===== src/rtl/nap_pkg.sv =====
// Shared definitions for the nap timer and the main-state controller bench.
package nap_pkg;

    typedef enum logic [2:0] {
        IDLE     = 3'd0,
        ENTRY    = 3'd1,
        ARMED    = 3'd2,
        COUNTING = 3'd3,
        DONE     = 3'd4
    } timer_state_t;

    localparam logic [3:0] KEY_STAR  = 4'hA;
    localparam logic [3:0] KEY_SHARP = 4'hB;
    localparam logic [5:0] SEC_MAX   = 6'd59;

endpackage


===== src/rtl/tick_prescaler.sv =====
// Divides the system clock down to a one-cycle tick every CLK_HZ enabled cycles.
module tick_prescaler #(
    parameter int CLK_HZ = 1000
) (
    input  logic clock,
    input  logic reset,
    input  logic clr,
    input  logic en,
    output logic tick
);

    localparam int CNT_W = (CLK_HZ > 1) ? $clog2(CLK_HZ) : 1;
    localparam logic [CNT_W-1:0] TERMINAL = CNT_W'(CLK_HZ - 1);

    logic [CNT_W-1:0] count;

    always_ff @(posedge clock or negedge reset) begin
        if (!reset) begin
            count <= '0;
        end else if (clr) begin
            count <= '0;
        end else if (en) begin
            count <= (count == TERMINAL) ? '0 : count + 1'b1;
        end
    end

    // Disabled cycles hold the count, so a paused countdown resumes mid-second.
    assign tick = en && !clr && (count == TERMINAL);

endmodule


===== src/rtl/nap_timer.sv =====
// Nap duration loader and mm:ss countdown responding to the main-state controller.
module nap_timer
    import nap_pkg::*;
#(
    parameter int CLK_HZ   = 1000,
    parameter int AUTO_MIN = 20,
    parameter int MAX_MIN  = 99
) (
    input  logic       clock,
    input  logic       reset,
    input  logic       init,
    input  logic       enAutoSetting,
    input  logic       enManualSetting,
    input  logic       enSleep,
    input  logic       enCancel,
    input  logic       key_valid,
    input  logic [3:0] key_code,
    output logic       completeSetting,
    output logic       completeSleep,
    output logic [6:0] remain_min,
    output logic [5:0] remain_sec,
    output logic [6:0] entry_min
);

    timer_state_t state;
    logic         clearAll;
    logic         secondTick;
    logic         keyIsDigit;
    logic         entryInRange;
    logic [6:0]   entryShifted;

    assign clearAll     = init | enCancel;
    assign keyIsDigit   = (key_code <= 4'd9);
    assign entryInRange = (entry_min != 7'd0) && (entry_min <= 7'(MAX_MIN));
    // Keep only the last two typed digits: drop the tens digit, shift in the new one.
    assign entryShifted = (entry_min % 7'd10) * 7'd10 + {3'b000, key_code};

    tick_prescaler #(
        .CLK_HZ(CLK_HZ)
    ) u_prescaler (
        .clock(clock),
        .reset(reset),
        .clr  (clearAll || (state != COUNTING)),
        .en   ((state == COUNTING) && enSleep),
        .tick (secondTick)
    );

    always_ff @(posedge clock or negedge reset) begin
        if (!reset) begin
            state           <= IDLE;
            completeSetting <= 1'b0;
            completeSleep   <= 1'b0;
            remain_min      <= 7'd0;
            remain_sec      <= 6'd0;
            entry_min       <= 7'd0;
        end else if (clearAll) begin
            state           <= IDLE;
            completeSetting <= 1'b0;
            completeSleep   <= 1'b0;
            remain_min      <= 7'd0;
            remain_sec      <= 6'd0;
            entry_min       <= 7'd0;
        end else begin
            case (state)
                IDLE: begin
                    if (enAutoSetting) begin
                        state           <= ARMED;
                        remain_min      <= 7'(AUTO_MIN);
                        remain_sec      <= 6'd0;
                        completeSetting <= 1'b1;
                    end else if (enManualSetting) begin
                        state     <= ENTRY;
                        entry_min <= 7'd0;
                    end
                end
                ENTRY: begin
                    if (key_valid) begin
                        if (keyIsDigit) begin
                            entry_min <= entryShifted;
                        end else if (key_code == KEY_STAR) begin
                            entry_min <= 7'd0;
                        end else if (key_code == KEY_SHARP && entryInRange) begin
                            state           <= ARMED;
                            remain_min      <= entry_min;
                            remain_sec      <= 6'd0;
                            completeSetting <= 1'b1;
                        end
                    end
                end
                ARMED: begin
                    if (enSleep) begin
                        state           <= COUNTING;
                        completeSetting <= 1'b0;
                    end
                end
                COUNTING: begin
                    if (secondTick) begin
                        if (remain_sec != 6'd0) begin
                            remain_sec <= remain_sec - 6'd1;
                            if (remain_min == 7'd0 && remain_sec == 6'd1) begin
                                state         <= DONE;
                                completeSleep <= 1'b1;
                            end
                        end else if (remain_min != 7'd0) begin
                            remain_min <= remain_min - 7'd1;
                            remain_sec <= SEC_MAX;
                        end else begin
                            state         <= DONE;
                            completeSleep <= 1'b1;
                        end
                    end
                end
                DONE: begin
                    completeSleep <= 1'b1;
                end
                default: begin
                    state <= IDLE;
                end
            endcase
        end
    end

endmodule


===== config.mk =====
export PLATFORM = sky130hd
export DESIGN_NAME = nap_timer
export DESIGN_NICKNAME = d
export VERILOG_FILES = /design/src/rtl/nap_pkg.sv /design/src/rtl/tick_prescaler.sv /design/src/rtl/nap_timer.sv
export SDC_FILE = /design/constraint.sdc
export NUM_CORES = 1
export LEC_CHECK = 0
export ABC_CLOCK_PERIOD_IN_PS = 7000
export CAP_MARGIN = 10
export CORE_UTILIZATION = 50
export CTS_CLUSTER_SIZE = 8
export DETAILED_ROUTE_END_ITERATION = 8
export GPL_TIMING_DRIVEN = 0
export PLACE_DENSITY = 0.73
export SLEW_MARGIN = 20
export SYNTH_ARGS = -nofsm -noshare
export SYNTH_HDL_FRONTEND = slang
export SYNTH_SLANG_ARGS = --single-unit
export TNS_END_PERCENT = 1

===== constraint.sdc =====
create_clock -name clock -period 7 [get_ports clock]
set_input_delay 1.05 -clock clock [delete_from_list [all_inputs] [get_ports clock]]
set_output_delay 1.05 -clock clock [all_outputs]
set_load 0.1 [all_outputs]

== After elaboration in Yosys (flattened, before gate mapping) ==
Index checks and enable logic that the tools add are counted.

* $add $sub $neg: 4
* Multiply operators: 1
* Divide/modulo/power cells: 1
* Order comparisons: 2
* Equality and inequality tests: 26
* Muxes and demuxes: 57
* Bitwise operators: 1
* Reductions and logical operators: 24

{| class="wikitable"
|+ Operators with widths
! cell !! number
|-
| 7-bit 2-to-1 mux || 15
|-
| 6-bit 2-to-1 mux || 9
|-
| 3-bit 2-to-1 mux || 12
|-
| 10-bit 2-to-1 mux || 3
|-
| 3-bit inequality test, second input constant || 10
|-
| 7-bit one-hot mux with 3 select lines || 1
|-
| 6-bit one-hot mux with 3 select lines || 1
|-
| 3-bit one-hot mux with 5 select lines || 1
|-
| 7-bit one-hot mux with 2 select lines || 1
|-
| 7-bit nonzero test || 2
|-
| 1-bit 2-to-1 mux || 12
|-
| 4-bit inequality test, second input constant || 3
|-
| 10-bit by 1-bit adder with 10-bit output, second input constant || 1
|-
| 10-bit == test, second input constant || 1
|-
| 10-bit AND reduction || 1
|-
| 9-bit AND reduction || 1
|-
| 4-bit == test, second input constant || 2
|-
| 8-bit AND reduction || 1
|-
| 4-bit nonzero test || 2
|-
| 7-bit by 4-bit adder with 7-bit output || 1
|-
| 7-bit less-or-equal comparator, second input constant || 1
|-
| 7-bit zero test || 1
|-
| 7-bit by 4-bit modulo with 7-bit output, second input constant || 1
|-
| 7-bit by 3-bit multiplier with 6-bit output, second input constant || 1
|-
| other kinds (24) || 32
|}

* Flip-flop bits (word level): 35
* Input bits: 12
* Output and inout bits: 22
* Word-level logic and storage cells: 123

== Depth between registers and ports, before layout ==
* Depth in word-level cells: 9
* Depth in mapped cells: 19
* Mapped depth without buffers: 18

== Cells and area by module ==
From an unflattened synthesis, not the netlist that was laid out.

* Cells, all modules: 361
* Area total of the unflattened synthesis: 2,942.8 um^2

{| class="wikitable"
|+ Modules (own cells, without submodules)
! module !! instances !! cells each !! area an instance (um^2) !! seq. area each (um^2)
|-
| nap_timer || 1 || 302 || 2,369.8 || 625.6
|-
| tick_prescaler || 1 || 59 || 573.0 || 250.2
|}

== Least setup slack after synthesis ==
No wires, ideal clock.

* Path kind: register to register
* From: register entry_min[6]
* To: register entry_min[6]
* Library setup time: 0.124 ns
* Arrival time: 4.607 ns
* Required time: 6.876 ns
* Slack: 2.269 ns
* Cell stages (with the launch flop): 19
* Buffers on the path: 1
* Period minus slack after synthesis: 4.731 ns
* Cells stage by stage: dfrtp_1 buf_2 xor2_1 inv_1 o221ai_1 inv_1 ha_1 o32ai_1 nand2b_1 xnor2_1 ha_1 ha_1 inv_1 fa_1 nor3b_1 xnor2_1 nand4_1 and4b_1 a211o_1

* Cells in the longest elaborated chain, start to end: 7

{| class="wikitable"
|+ Ends and longest elaborated chain
! what !! RTL line !! RTL
|-
| start, declared || nap_timer.sv:22 || <nowiki>output logic [6:0] entry_min</nowiki>
|-
| start signal, assigned || nap_timer.sv:79 || <nowiki>entry_min <= entryShifted;</nowiki>
|-
| 7-bit by 4-bit modulo with 7-bit output || nap_timer.sv:36 || <nowiki>assign entryShifted = (entry_min % 7'd10) * 7'd10 + {3'b000, key_code};</nowiki>
|-
| 7-bit by 3-bit multiplier with 6-bit output || nap_timer.sv:36 ||
|-
| 7-bit by 4-bit adder with 7-bit output || nap_timer.sv:36 ||
|-
| 7-bit 2-to-1 mux || nap_timer.sv:78 || <nowiki>if (keyIsDigit) begin</nowiki>
|-
| 7-bit 2-to-1 mux || nap_timer.sv:77 || <nowiki>if (key_valid) begin</nowiki>
|-
| 7-bit one-hot mux with 2 select lines || nap_timer.sv:64 || <nowiki>case (state)</nowiki>
|-
| 7-bit 2-to-1 mux || nap_timer.sv:56 || <nowiki>end else if (clearAll) begin</nowiki>
|}

No other way between the ends. The select of a mux whose other input is x is not followed.
A chain may end at the register's enable or synchronous reset.

== Worst setup path after layout ==
* From: register entry_min[2]
* To: register entry_min[6]

Same word-level chain as after synthesis.

==> results_dict.tcl <==
set metrics [dict create \
    status "completed" \
    crit_path_cell_trace "buf_6, nor4b_1, a211oi_1, o221ai_1, inv_1, ha_1, o32ai_1, nand2b_1, xnor2_1, ha_1, ha_1, inv_1, fa_1, nor3b_1, xnor2_1, nand4_1, and4b_1, a211o_1" \
    avgViaCountPerCell 5.81 \
    finalInstanceArea_um2 3270 \
    critPathArrivalTime_ns 4.84 \
    crit_type "reg2reg" \
    cp_common_cell "ha_1" \
    syn_inst 314 \
    core_area_um2 5140 \
    routedWlPerCell_um 14.8 \
    grt_max_degree 19 \
    clock_latency_ns 0.29 \
    finalSetupViolCount 0 \
    ff2ff_setup_slack_ns 2.33 \
    place_area_um2 3140 \
    reg2reg_to "entry_min[6]" \
    ys_seq_area_frac 0.325 \
    hold_class "reg2reg" \
    fin_worst_skew_ns 0.00794 \
    synth-edff-count 0 \
    rsz0062_at_grt "false" \
    root_buffer "clkbuf_8" \
    hold_end "u_prescaler.count[9]" \
    cts_hold_buf 0 \
    ys_ff_latch 35 \
    routabilityCongestion 0.842 \
    path_buf_inv 3 \
    dieArea_um2 5690 \
    maxCapViolCount 0 \
    slew_headroom 0.348 \
    cts_buffer_depth 2 \
    hold_viol_final 0 \
    cts_resized 0 \
    path_clk_slew_ns 0.08 \
    clock-sinks 35 \
    cp-start-kind "flip-flop" \
    diodes 0 \
    worst_ep_required_time_ns 7.18 \
    cts_max_level 2 \
    postCtsSetupBuffers 0 \
    die_h_um 75.5 \
    synth_top_flop_cell "dfrtp_1" \
    initial_core_util 0.525 \
    yosys_warnings 0 \
    wirelength_um 6310 \
    leakagePower_nw 1.43 \
    dp_hpwl_um 4670 \
    cts_tree "done" \
    cellPowerDensity_nw_per_um2 167 \
    final_nets 384 \
    fillCellCount 493 \
    synth_nets 343 \
    first_pass_iters 4 \
    r2r_start "entry_min[2]" \
    async_flop_share 1.00 \
    syn_area_per_cell_um2 8.59 \
    slew_viol_final 0 \
    syn2layout_area_growth_pct 21.4 \
    worst_slew_pin_slew_ns 0.975 \
    preCtsSetupSlack_ns 2.43 \
    drt_iter0_markers 142 \
    rows 26 \
    p_total_w 0.000547 \
    tns_ns 0 \
    cp-end-kind "flip-flop" \
    post_route_cells_drive_above_1_share 0.0815 \
    hold_start "u_prescaler.count[9]" \
    fin_crit_ns 4.67 \
    timing.final.crit_share 0.667 \
    vias 2477 \
    grt_pass1_wl_um 10500 \
    synth.distinct_cells 61 \
    syn_area_um2 2700 \
    setup_slack_ns 2.33 \
    slowest_delay_ns 0.46 \
    crit_slowest_cell "o221ai_1" \
    crit_path_max_fanout 10 \
    peakVddDrop_mv 0.117 \
    whs_path_depth 1 \
    io_buffers 33 \
    overflow 0 \
    cts_made_buffers 5 \
    drtAntennaViolNets 0 \
    drc 0 \
    critPathTopFamily "simple AND/OR/NAND/NOR gates" \
    critPathLaunch "entry_min[2]" \
    grt_pass1_vias 2237 \
    r2r.worst_path.cells 18 \
    die_w_um 75.5 \
    ios 34 \
    fmax_mhz 214 \
    antenna_found_initial 0 \
    grt_usage 0.242 \
]
-- per-stage QoR --
stage / util / cells / hold slack (ns)
detailed placement: 0.611 / 418 / 0.482
global placement: 0.606 / 417 / 0.473
floorplan: - / 314 / 0.445
CTS: 0.637 / 426 / 0.493
finish: 0.637 / 426 / 0.489
global route: 0.637 / 426 / 0.517
-- routing by layer --
layer	track usage	up-vias	routed length, um
li1	-	1235	-
met3	0.0529	6	291
met2	0.355	68	2750
met4	0.0514	0	54
met1	0.364	1168	3210
met5	0	-	0
-- cells by family after synthesis --
| family | share of synthesized area |
|---|---|
| and+or+nand+nor | 0.227 |
| AOI/OAI and AO/OA | 0.253 |
| buffers and inverters | 0.0575 |
| DFF | 0.325 |
| adders and majority gates | 0.0844 |
| xor gates and xnor gates | 0.0455 |
| muxes | 0.00788 |
-- worst max path at each step --
stage	to	slack [ns]	depth (start not counted)
2_1_floorplan	entry_min[6]	2.27	18
3_3_place_gp	entry_min[6]	2.45	18
3_5_place_dp	entry_min[6]	2.43	18
4_1_cts	entry_min[6]	2.38	18
5_1_grt	entry_min[6]	1.94	18
6_report	entry_min[6]	2.33	18
-- area by class of cell --
cell class	instances	area (um^2)	area share
multi-input combinational	244	1670	0.509
sequential	35	876	0.267
timing repair buffer	34	353	0.108
tap	70	87.6	0.0267
inverter	21	78.8	0.0241
buffer	14	76.3	0.0233
clock buffer	5	68.8	0.0210
clock inverter	3	67.6	0.0206
-- flip-flops by register name (all words and copies together) (netlist names) --
| signal | flops |
|---|---|
| remain_sec | 6 |
| completeSetting | 1 |
| entry_min | 7 |
| u_prescaler.count | 10 |
| remain_min | 7 |
| state | 3 |
| completeSleep | 1 |
-- Yosys cell counts (3+ instances only) --
cell type  instances  area (um^2)
dfrtp_1           35          876
nor2b_1            5         31.3
nor4_1             3         18.8
nand2_1           30          113
and2_1             3         18.8
o22a_1             4         35.0
xor2_1             7         61.3
inv_1             21         78.8
ha_1              15          188
nor3b_1            6         45.0
o41ai_1            3         26.3
a22o_1             7         61.3
a21o_1             4         30.0
nor3_1             7         35.0
nor2_1            24         90.1
and3_1             6         37.5
clkbuf_1           5         18.8
nand2b_1           7         43.8
a21oi_1           15         75.1
nand3_1            6         30.0
o21ai_0           21          105
or4_1              3         22.5
a31oi_1            4         25.0
buf_2              7         35.0
o31ai_1           11         82.6
xnor2_1            7         61.3
-- placed cells by master (no fill, tap or decap), types with 4 or more instances in the layout --
master / instances
dfrtp_1: 35
clkdlybuf4s50_1: 32
nand2_1: 30
nor2_1: 24
inv_1: 21
o21ai_0: 21
a21oi_1: 15
ha_1: 15
o31ai_1: 11
buf_2: 8
xnor2_1: 7
xor2_1: 7
nand2b_1: 7
nor3_1: 7
a22o_1: 7
and3_1: 6
nand3_1: 6
nor3b_1: 6
nor2b_1: 5
clkbuf_1: 5
clkbuf_8: 5
a21o_1: 4
o22a_1: 4
a31oi_1: 4
-- report_power, final --
part	internal (W)	switching, W	total [W]
clock	0.000142	0.0000784	0.000221
sequential	0.000208	0.00000747	0.000215
combinational	0.0000365	0.0000744	0.000111
total	0.000386	0.000160	0.000547
No activity file was read; power rests on OpenSTA's default activity.
